$ cat config.mk
export PLATFORM = sky130hd
export DESIGN_NAME = pb_wr_seq
export DESIGN_NICKNAME = d
export VERILOG_FILES = /design/src/rtl/pb_wr_seq.sv
export SDC_FILE = /design/constraint.sdc
export NUM_CORES = 1
export LEC_CHECK = 0
export CAP_MARGIN = 20
export CORE_ASPECT_RATIO = 0.7
export CORE_MARGIN = 2
export CORE_UTILIZATION = 51
export CTS_CLUSTER_DIAMETER = 80
export DETAILED_ROUTE_END_ITERATION = 6
export GPL_TIMING_DRIVEN = 1
export PLACE_DENSITY_LB_ADDON = 0.1
export REMOVE_ABC_BUFFERS = 1
export SLEW_MARGIN = 30
export SYNTH_ARGS = -nofsm -noshare
export SYNTH_HDL_FRONTEND = slang
export SYNTH_SLANG_ARGS = --single-unit
$ cat constraint.sdc
create_clock -name i_clk -period 2.7 [get_ports i_clk]
set_clock_uncertainty 0.05 [all_clocks]
set_input_delay 0.405 -clock i_clk [delete_from_list [all_inputs] [get_ports i_clk]]
set_output_delay 0.405 -clock i_clk [all_outputs]
set_load 0.01 [all_outputs]
$ cat src/rtl/pb_wr_seq.sv
// rtl/pb_wr_seq.sv - PB write/read-sweep sequencer feeding the interleaver RAM
// Buffers one PB of symbols at linear addresses, then sweeps them out in order.
module pb_wr_seq #(
  parameter int D_WIDTH = 2,
  parameter int A_WIDTH = 12,
  parameter int OFS_520 = 0,
  parameter int OFS_136 = 2080,
  parameter int OFS_16  = 2624
) (
  input  logic               i_clk,
  input  logic               i_rst,
  input  logic               i_start,
  input  logic [1:0]         i_pb_size,
  input  logic [D_WIDTH-1:0] i_in_data,
  input  logic               i_in_vld,
  output logic               o_in_rdy,
  output logic [D_WIDTH-1:0] o_wdata,
  output logic [A_WIDTH-1:0] o_waddr,
  output logic [A_WIDTH-1:0] o_pb_offset,
  output logic               o_din_vld,
  output logic               o_rd_en,
  output logic               o_rd_vld,
  output logic               o_blk_done,
  output logic               o_busy,
  output logic               o_size_err
);

  typedef enum logic [1:0] {S_IDLE, S_WRITE, S_READ, S_TAIL} state_t;

  state_t             r_state;
  state_t             w_next;
  logic [A_WIDTH-1:0] r_cnt;
  logic [A_WIDTH-1:0] r_n;
  logic [A_WIDTH-1:0] r_waddr;
  logic [A_WIDTH-1:0] r_pb_offset;
  logic [D_WIDTH-1:0] r_wdata;
  logic               r_din_vld;
  logic               r_rd_en;
  logic               r_rd_last;
  logic               r_rd_d1;
  logic               r_last_d1;
  logic               r_rd_vld;
  logic               r_blk_done;
  logic               r_busy;
  logic               r_size_err;

  logic [A_WIDTH-1:0] w_last_idx;
  logic [A_WIDTH-1:0] w_n_sel;
  logic [A_WIDTH-1:0] w_ofs_sel;
  logic               w_cnt_last;
  logic               w_beat;
  logic               w_start_ok;
  logic               w_start_bad;

  assign o_in_rdy    = (r_state == S_WRITE);
  assign w_beat      = o_in_rdy & i_in_vld;
  assign w_last_idx  = r_n - A_WIDTH'(1);
  assign w_cnt_last  = (r_cnt == w_last_idx);
  assign w_start_ok  = (r_state == S_IDLE) & i_start & (i_pb_size != 2'd3);
  assign w_start_bad = (r_state == S_IDLE) & i_start & (i_pb_size == 2'd3);

  always_comb begin
    w_n_sel   = A_WIDTH'(2080);
    w_ofs_sel = A_WIDTH'(OFS_520);
    case (i_pb_size)
      2'd0: begin
        w_n_sel   = A_WIDTH'(64);
        w_ofs_sel = A_WIDTH'(OFS_16);
      end
      2'd1: begin
        w_n_sel   = A_WIDTH'(544);
        w_ofs_sel = A_WIDTH'(OFS_136);
      end
      default: begin
        w_n_sel   = A_WIDTH'(2080);
        w_ofs_sel = A_WIDTH'(OFS_520);
      end
    endcase
  end

  always_comb begin
    w_next = r_state;
    case (r_state)
      S_IDLE:  if (w_start_ok) w_next = S_WRITE;
      S_WRITE: if (w_beat && w_cnt_last) w_next = S_READ;
      S_READ:  if (w_cnt_last) w_next = S_TAIL;
      S_TAIL:  if (r_cnt == A_WIDTH'(1)) w_next = S_IDLE;
      default: w_next = S_IDLE;
    endcase
  end

  always_ff @(posedge i_clk or posedge i_rst) begin
    if (i_rst) begin
      r_state <= S_IDLE;
    end else begin
      r_state <= w_next;
    end
  end

  // Read-side completion travels with rd_en through the same 2-stage delay as rd_vld.
  always_ff @(posedge i_clk or posedge i_rst) begin
    if (i_rst) begin
      r_cnt       <= '0;
      r_n         <= '0;
      r_waddr     <= '0;
      r_wdata     <= '0;
      r_pb_offset <= '0;
      r_din_vld   <= 1'b0;
      r_rd_en     <= 1'b0;
      r_rd_last   <= 1'b0;
      r_rd_d1     <= 1'b0;
      r_last_d1   <= 1'b0;
      r_rd_vld    <= 1'b0;
      r_blk_done  <= 1'b0;
      r_busy      <= 1'b0;
      r_size_err  <= 1'b0;
    end else begin
      r_busy     <= (w_next != S_IDLE);
      r_size_err <= w_start_bad;
      r_din_vld  <= 1'b0;
      r_rd_en    <= 1'b0;
      r_rd_last  <= 1'b0;
      r_rd_d1    <= r_rd_en;
      r_rd_vld   <= r_rd_d1;
      r_last_d1  <= r_rd_last;
      r_blk_done <= r_last_d1;
      case (r_state)
        S_IDLE: begin
          if (w_start_ok) begin
            r_n         <= w_n_sel;
            r_pb_offset <= w_ofs_sel;
            r_cnt       <= '0;
          end
        end
        S_WRITE: begin
          if (w_beat) begin
            r_wdata   <= i_in_data;
            r_waddr   <= r_cnt;
            r_din_vld <= 1'b1;
            r_cnt     <= w_cnt_last ? '0 : r_cnt + A_WIDTH'(1);
          end
        end
        S_READ: begin
          r_rd_en   <= 1'b1;
          r_waddr   <= r_cnt;
          r_rd_last <= w_cnt_last;
          r_cnt     <= w_cnt_last ? '0 : r_cnt + A_WIDTH'(1);
        end
        S_TAIL: begin
          r_cnt <= (r_cnt == A_WIDTH'(1)) ? '0 : r_cnt + A_WIDTH'(1);
        end
        default: r_cnt <= '0;
      endcase
    end
  end

  assign o_wdata     = r_wdata;
  assign o_waddr     = r_waddr;
  assign o_pb_offset = r_pb_offset;
  assign o_din_vld   = r_din_vld;
  assign o_rd_en     = r_rd_en;
  assign o_rd_vld    = r_rd_vld;
  assign o_blk_done  = r_blk_done;
  assign o_busy      = r_busy;
  assign o_size_err  = r_size_err;

endmodule

Yosys cells after proc, flatten, opt, wreduce, memory -nomap -nowiden
Index checks and enable logic that the tools add are counted.
{ "classes": {"add_sub_neg": 2, "mux": 18, "n_bitwise": 4, "eq_ne": 10, "reduce_logical": 9} }
{ "op_table": {"columns": ["operator", "count"], "rows": [
  ["$pmux 12 s2", 3],
  ["$mux 12", 5],
  ["$pmux 12 s4", 1],
  ["$add 12x1->12 const B", 1],
  ["$eq 12x1->1 const B", 1],
  ["$eq 12x12->1", 1],
  ["$sub 12x1->12 const B", 1],
  ["$mux 2", 4],
  ["$pmux 2 s4", 1],
  ["$reduce_and 2->1", 4],
  ["$eq 2x2->1 const B", 3],
  ["$and 1x1->1", 4],
  ["$eq 2x1->1 const B", 2],
  ["$logic_not 2->1", 2],
  ["$mux 1", 4],
  ["$ne 2x2->1 const B", 2],
  ["$reduce_bool 2->1", 2],
  ["$ne 2x1->1 const B", 1],
  ["$logic_and 1x1->1", 1]
]} }
{ "totals": {"elab_cells": 58, "inputBits": 8, "output_inout_bits": 33, "ff_bits": 61} }

Depth between registers and ports, before layout
Gate-level depths: netlist of the first run.
{ "logic_depth": {"word_depth": 6, "mapped_depth": 9, "mapped_depth_nobuf": 8} }

Least setup slack after synthesis of the first run
No wires, ideal clock.
{ "synth_timing": {"path_type": "register to register", "start": "register r_n[6]", "end": "register r_cnt[10]", "required_time_ps": 2503, "n_path_buf": 1, "path_slack_ps": 559, "t_arrival_ps": 1944, "setup_time_ps": 147, "path_stages_with_launch": 10, "period_less_slack_ps": 2141, "path_cell_list": "dfrtp_1 -> inv_1 -> ha_1 -> ha_1 -> xnor2_1 -> nor3_1 -> and4_4 -> a2bb2oi_1 -> buf_4 -> a21oi_1"} }
{ "synth_between": {"elab_chain_len": 5} }
{ "synth_lines": {"columns": ["element", "line", "text"], "rows": [
  ["start, declared", "33", "logic [A_WIDTH-1:0] r_n;"],
  ["start signal, assigned", "130", "r_n <= w_n_sel;"],
  ["$sub 12x1->12 *", "57", "assign w_last_idx = r_n - A_WIDTH'(1);"],
  ["$eq 12x12->1 *", "58", "assign w_cnt_last = (r_cnt == w_last_idx);"],
  ["$mux 12 *", "140, 147", null],
  ["$mux 12", "136", "if (w_beat) begin"],
  ["$pmux 12 s4 *", "127", "case (r_state)"],
  ["end signal, assigned", "140", "r_cnt <= w_cnt_last ? '0 : r_cnt + A_WIDTH'(1);"],
  ["end signal, assigned", "147", "r_cnt <= w_cnt_last ? '0 : r_cnt + A_WIDTH'(1);"],
  ["end signal, assigned", "150", "r_cnt <= (r_cnt == A_WIDTH'(1)) ? '0 : r_cnt + A_WIDTH'(1);"],
  ["end, declared", "32", "logic [A_WIDTH-1:0] r_cnt;"]
]} }
Every way passes the cells marked *; elsewhere a longest branch is shown, timed or not. The select of a mux whose other input is x is not followed.
A chain may end at the register's enable or synchronous reset.

Final worst setup path of the first run
{ "layout_timing": {"start": "register r_n[6]", "end": "register r_cnt[1]"} }
The elaborated chain is that of the path after synthesis.

==> metrics.md, run 1 <==
| Metric | Value |
|---|---|
| Antenna diode count | 0 |
| Slowest CP cell | dfrtp_1 |
| Routability cong. | about 0.85 |
| TritonRoute pass-1 iters | 4 |
| Longest Clk Path Bufs | 2 |
| Synth area leader | dfrtp_1 |
| Avg Inst Size Synth | roughly 10 um2 |
| Number of synthesized flops with an enable pin | 0 |
| F_max | roughly 430 MHz |
| Critical Path Most Common Cell | ha_1 |
| RSZ-0062 raised after global routing | false |
| I/O Buffers | 32 |
| Final Hold Vio Count | 0 |
| H-Tree Depth | 2 |
| Dominant cell by count in the synthesized netlist | dfrtp_1 |
| Grt total ovfl | 0 |
| CP Max Fanout | 11 |
| Largest net degree at the start of global routing | 43 |
| Post-detailed-route DRC marker count | 0 |
| Synth top area share | 49.1% |
| HPWL after DPL | just over 3000 um |
| Die height | 58.2 um |
| Number of DRC markers in iteration 0 | 75 |
| Clk_lat worst skew | ~0.3 ns |
| Total CTS buffers | 5 |
| Die Width | ~81 um |
| Inst Count DP | between 200 and 300 |
| Post-Synthesis Cell Area | 2140 um2 |
| Starting Density | about 54% |
| Non-Filler Instances | around 290 |
| Ys Warns | 0 |
| Layout fillers | around 310 |
| Async SR Flop Fraction | between 90% and 100% |
| Area growth from synthesis to layout | 19.7% |
| Status | completed |
| CTS resizes | 0 |
| Area of the core | between 3000 and 4000 um2 |
| HP Class | register to register |
| CP Cell Sequence | inv_1 -> ha_1 -> ha_1 -> xnor2_1 -> nor3_1 -> and4_4 -> a2bb2oi_1 -> buf_4 -> o31ai_1 |
| Layout Nets | 257 |
| Global-route usage over all layers | 20.8% |
| Count of pins over their slew limit | 0 |
| CTS root buf | clkbuf_8 |
| Top Family by Delay on Critical Path | simple AND/OR/NAND/NOR gates |
| Hold-fix buffers at CTS | 0 |
| Synth top area cells | dfrtp_1 49%, ha_1 5.3%, mux2_2 5.3%, buf_4 4.2%, xnor2_1 3.7% |
| Number of cells on the critical path | 9 |
| Vias in the first global route | between 1500 and 2000 |
| Worst Path Class, Setup | register to register |
| Ratio of cells with drive above 1 in the final layout | ~10% |
| Synth Register Bits | 42 |
| Ys flop type | dfrtp_1 |
| Sequential share of the synthesized area | a little under 50% |
| Final period util | between 80% and 90% |
| Final setup vio count | 0 |
| Routed len/inst | 14.7 um |
| Max incr delay on CP | 0.42 ns |
| Worst setup SP type | register |
| Worst hold path stage count | 0 |
| Worst Setup End Kind | register |
| Initial antenna violation count | 0 |
| Final Util | between 60% and 70% |
| Synth cell count leaders | 42 x dfrtp_1, 15 x a21oi_1, 15 x inv_1, 15 x nand2_1, 12 x buf_4 |
| Final wirelength | 4300 um |
| First-pass GRT wire length | around 7400 um |
| PD cells | 427 nW/um2 |
| Crit path setup slack, layout | around 0.37 ns |
| Reg2Reg Depth | 9 |
| Max IR drop VDD | between 0.0003 and 0.0004 V |
| Via count | between 1500 and 2000 |
| Ports | 41 |
| Site row count | 19 |
| Setup TNS | 0 ns |
| Tmin final | 2.33 ns |
| Die ar. | between 4000 and 5000 um2 |
| Worst EP required | approximately 2.8 ns |
| Clock Pin Slew Worst Setup and Hold Paths | approximately 0.080 ns |
| Total of max-cap violations | 0 |
| Worst Tran Pin Value | between 0.5 and 0.6 ns |
| CTS tree | built |
| Vias/cell | approximately 5.5 |
| Mapped Cells | 207 |
| Slew HR | between 60% and 70% |
| DP Worst Slack | about 0.35 ns |
| Post-DRT Antenna Nets | 0 |
| Cell leakage power | ~1.1 nW |
| Post-CTS Setup Bufs | 0 |
| Crit path DAT | around 2.5 ns |
| CTS Sinks | 42 |
| Worst Path Buf+Inv | 2 |
| Synth unique cells | 43 |
cell type report:
| class | instances | area, um2 | share of cell area [%] |
|---|---|---|---|
| clock buffers | 6 | 82.6 | 3.22 |
| clock inverters | 2 | 12.5 | 0.488 |
| inverters | 15 | 56.3 | 2.20 |
| multi-input cells | 140 | 946 | 36.9 |
| flip-flops and latches | 42 | 1050 | 41.0 |
| well taps | 52 | 65.1 | 2.54 |
| repair buffers | 36 | 350 | 13.7 |
routing by layer:
layer | up-vias | wire length [um] | GRT usage, %
met5 | - | 0 | 0
met4 | 0 | 87 | 10.7
met3 | 8 | 219 | 5.30
met2 | 54 | 1960 | 30.3
met1 | 780 | 2030 | 28.9
li1 | 779 | - | -
metrics by stage:
stage               total power, mW  area (um2)  hold slack, ns
global placement              0.681        2470           0.282
floorplan                     0.662        2050           0.281
global route                   1.14        2560           0.327
detailed placement            0.683        2470           0.292
CTS                            1.11        2560           0.309
finish                         1.09        2560           0.307
worst paths after layout:
kind                           start   endpoint  slack [ns]
max reg2reg                   r_n[6]   r_cnt[1]        0.37
min                        r_rd_last  r_last_d1        0.31
max                           r_n[6]   r_cnt[1]        0.37
min in group asynchronous      i_rst   r_cnt[6]        0.49
min reg2reg                r_rd_last  r_last_d1        0.31
max in group asynchronous      i_rst   r_cnt[4]        1.76
state kept, by name (all words and copies together) (netlist names):
| name | flops |
|---|---|
| o_wdata | 2 |
| r_rd_last | 1 |
| o_pb_offset | 1 |
| r_n | 4 |
| o_rd_vld | 1 |
| r_state | 2 |
| o_blk_done | 1 |
| o_din_vld | 1 |
| o_waddr | 12 |
| o_rd_en | 1 |
| r_rd_d1 | 1 |
| r_cnt | 12 |
| o_size_err | 1 |
| o_busy | 1 |
| r_last_d1 | 1 |
cells in the final DEF (no fill, tap or decap), drive strengths merged, types with 5 or more instances in the layout:
cell	instances
o21ai	9
mux2	10
xnor2	9
a21oi	15
ha	9
nand3	6
nand2	15
dfrtp	42
conb	8
clkdlybuf4s50	32
clkbuf	6
nor4	6
nor2	8
inv	15
or3	5
cell families after synthesis:
kind of cell	Yosys count	synth area share [%]
AND/OR/NAND/NOR	58	14.4
AO/OA/AOI/OAI	45	13.1
flip-flops	42	49.1
buffers and inverters	32	8.00
XOR/XNOR	10	4.73
multiplexers	10	5.26
adder cells (fa/ha/maj)	9	5.26
other	1	0.175
power breakdown:
part	internal [mW]	switching, mW	total [mW]
clock	0.205	0.219	0.425
sequential	0.630	0.000896	0.631
combinational	0.0149	0.0235	0.0384
total	0.850	0.244	1.09
(Power assumes the default switching activity.)
==> run 2: changes to the inputs <==
CTS_CLUSTER_DIAMETER = not set   (was 80)
==> results of run 2 <==
Same layout as run 1: the final DEF is identical, and so are final timing and power.
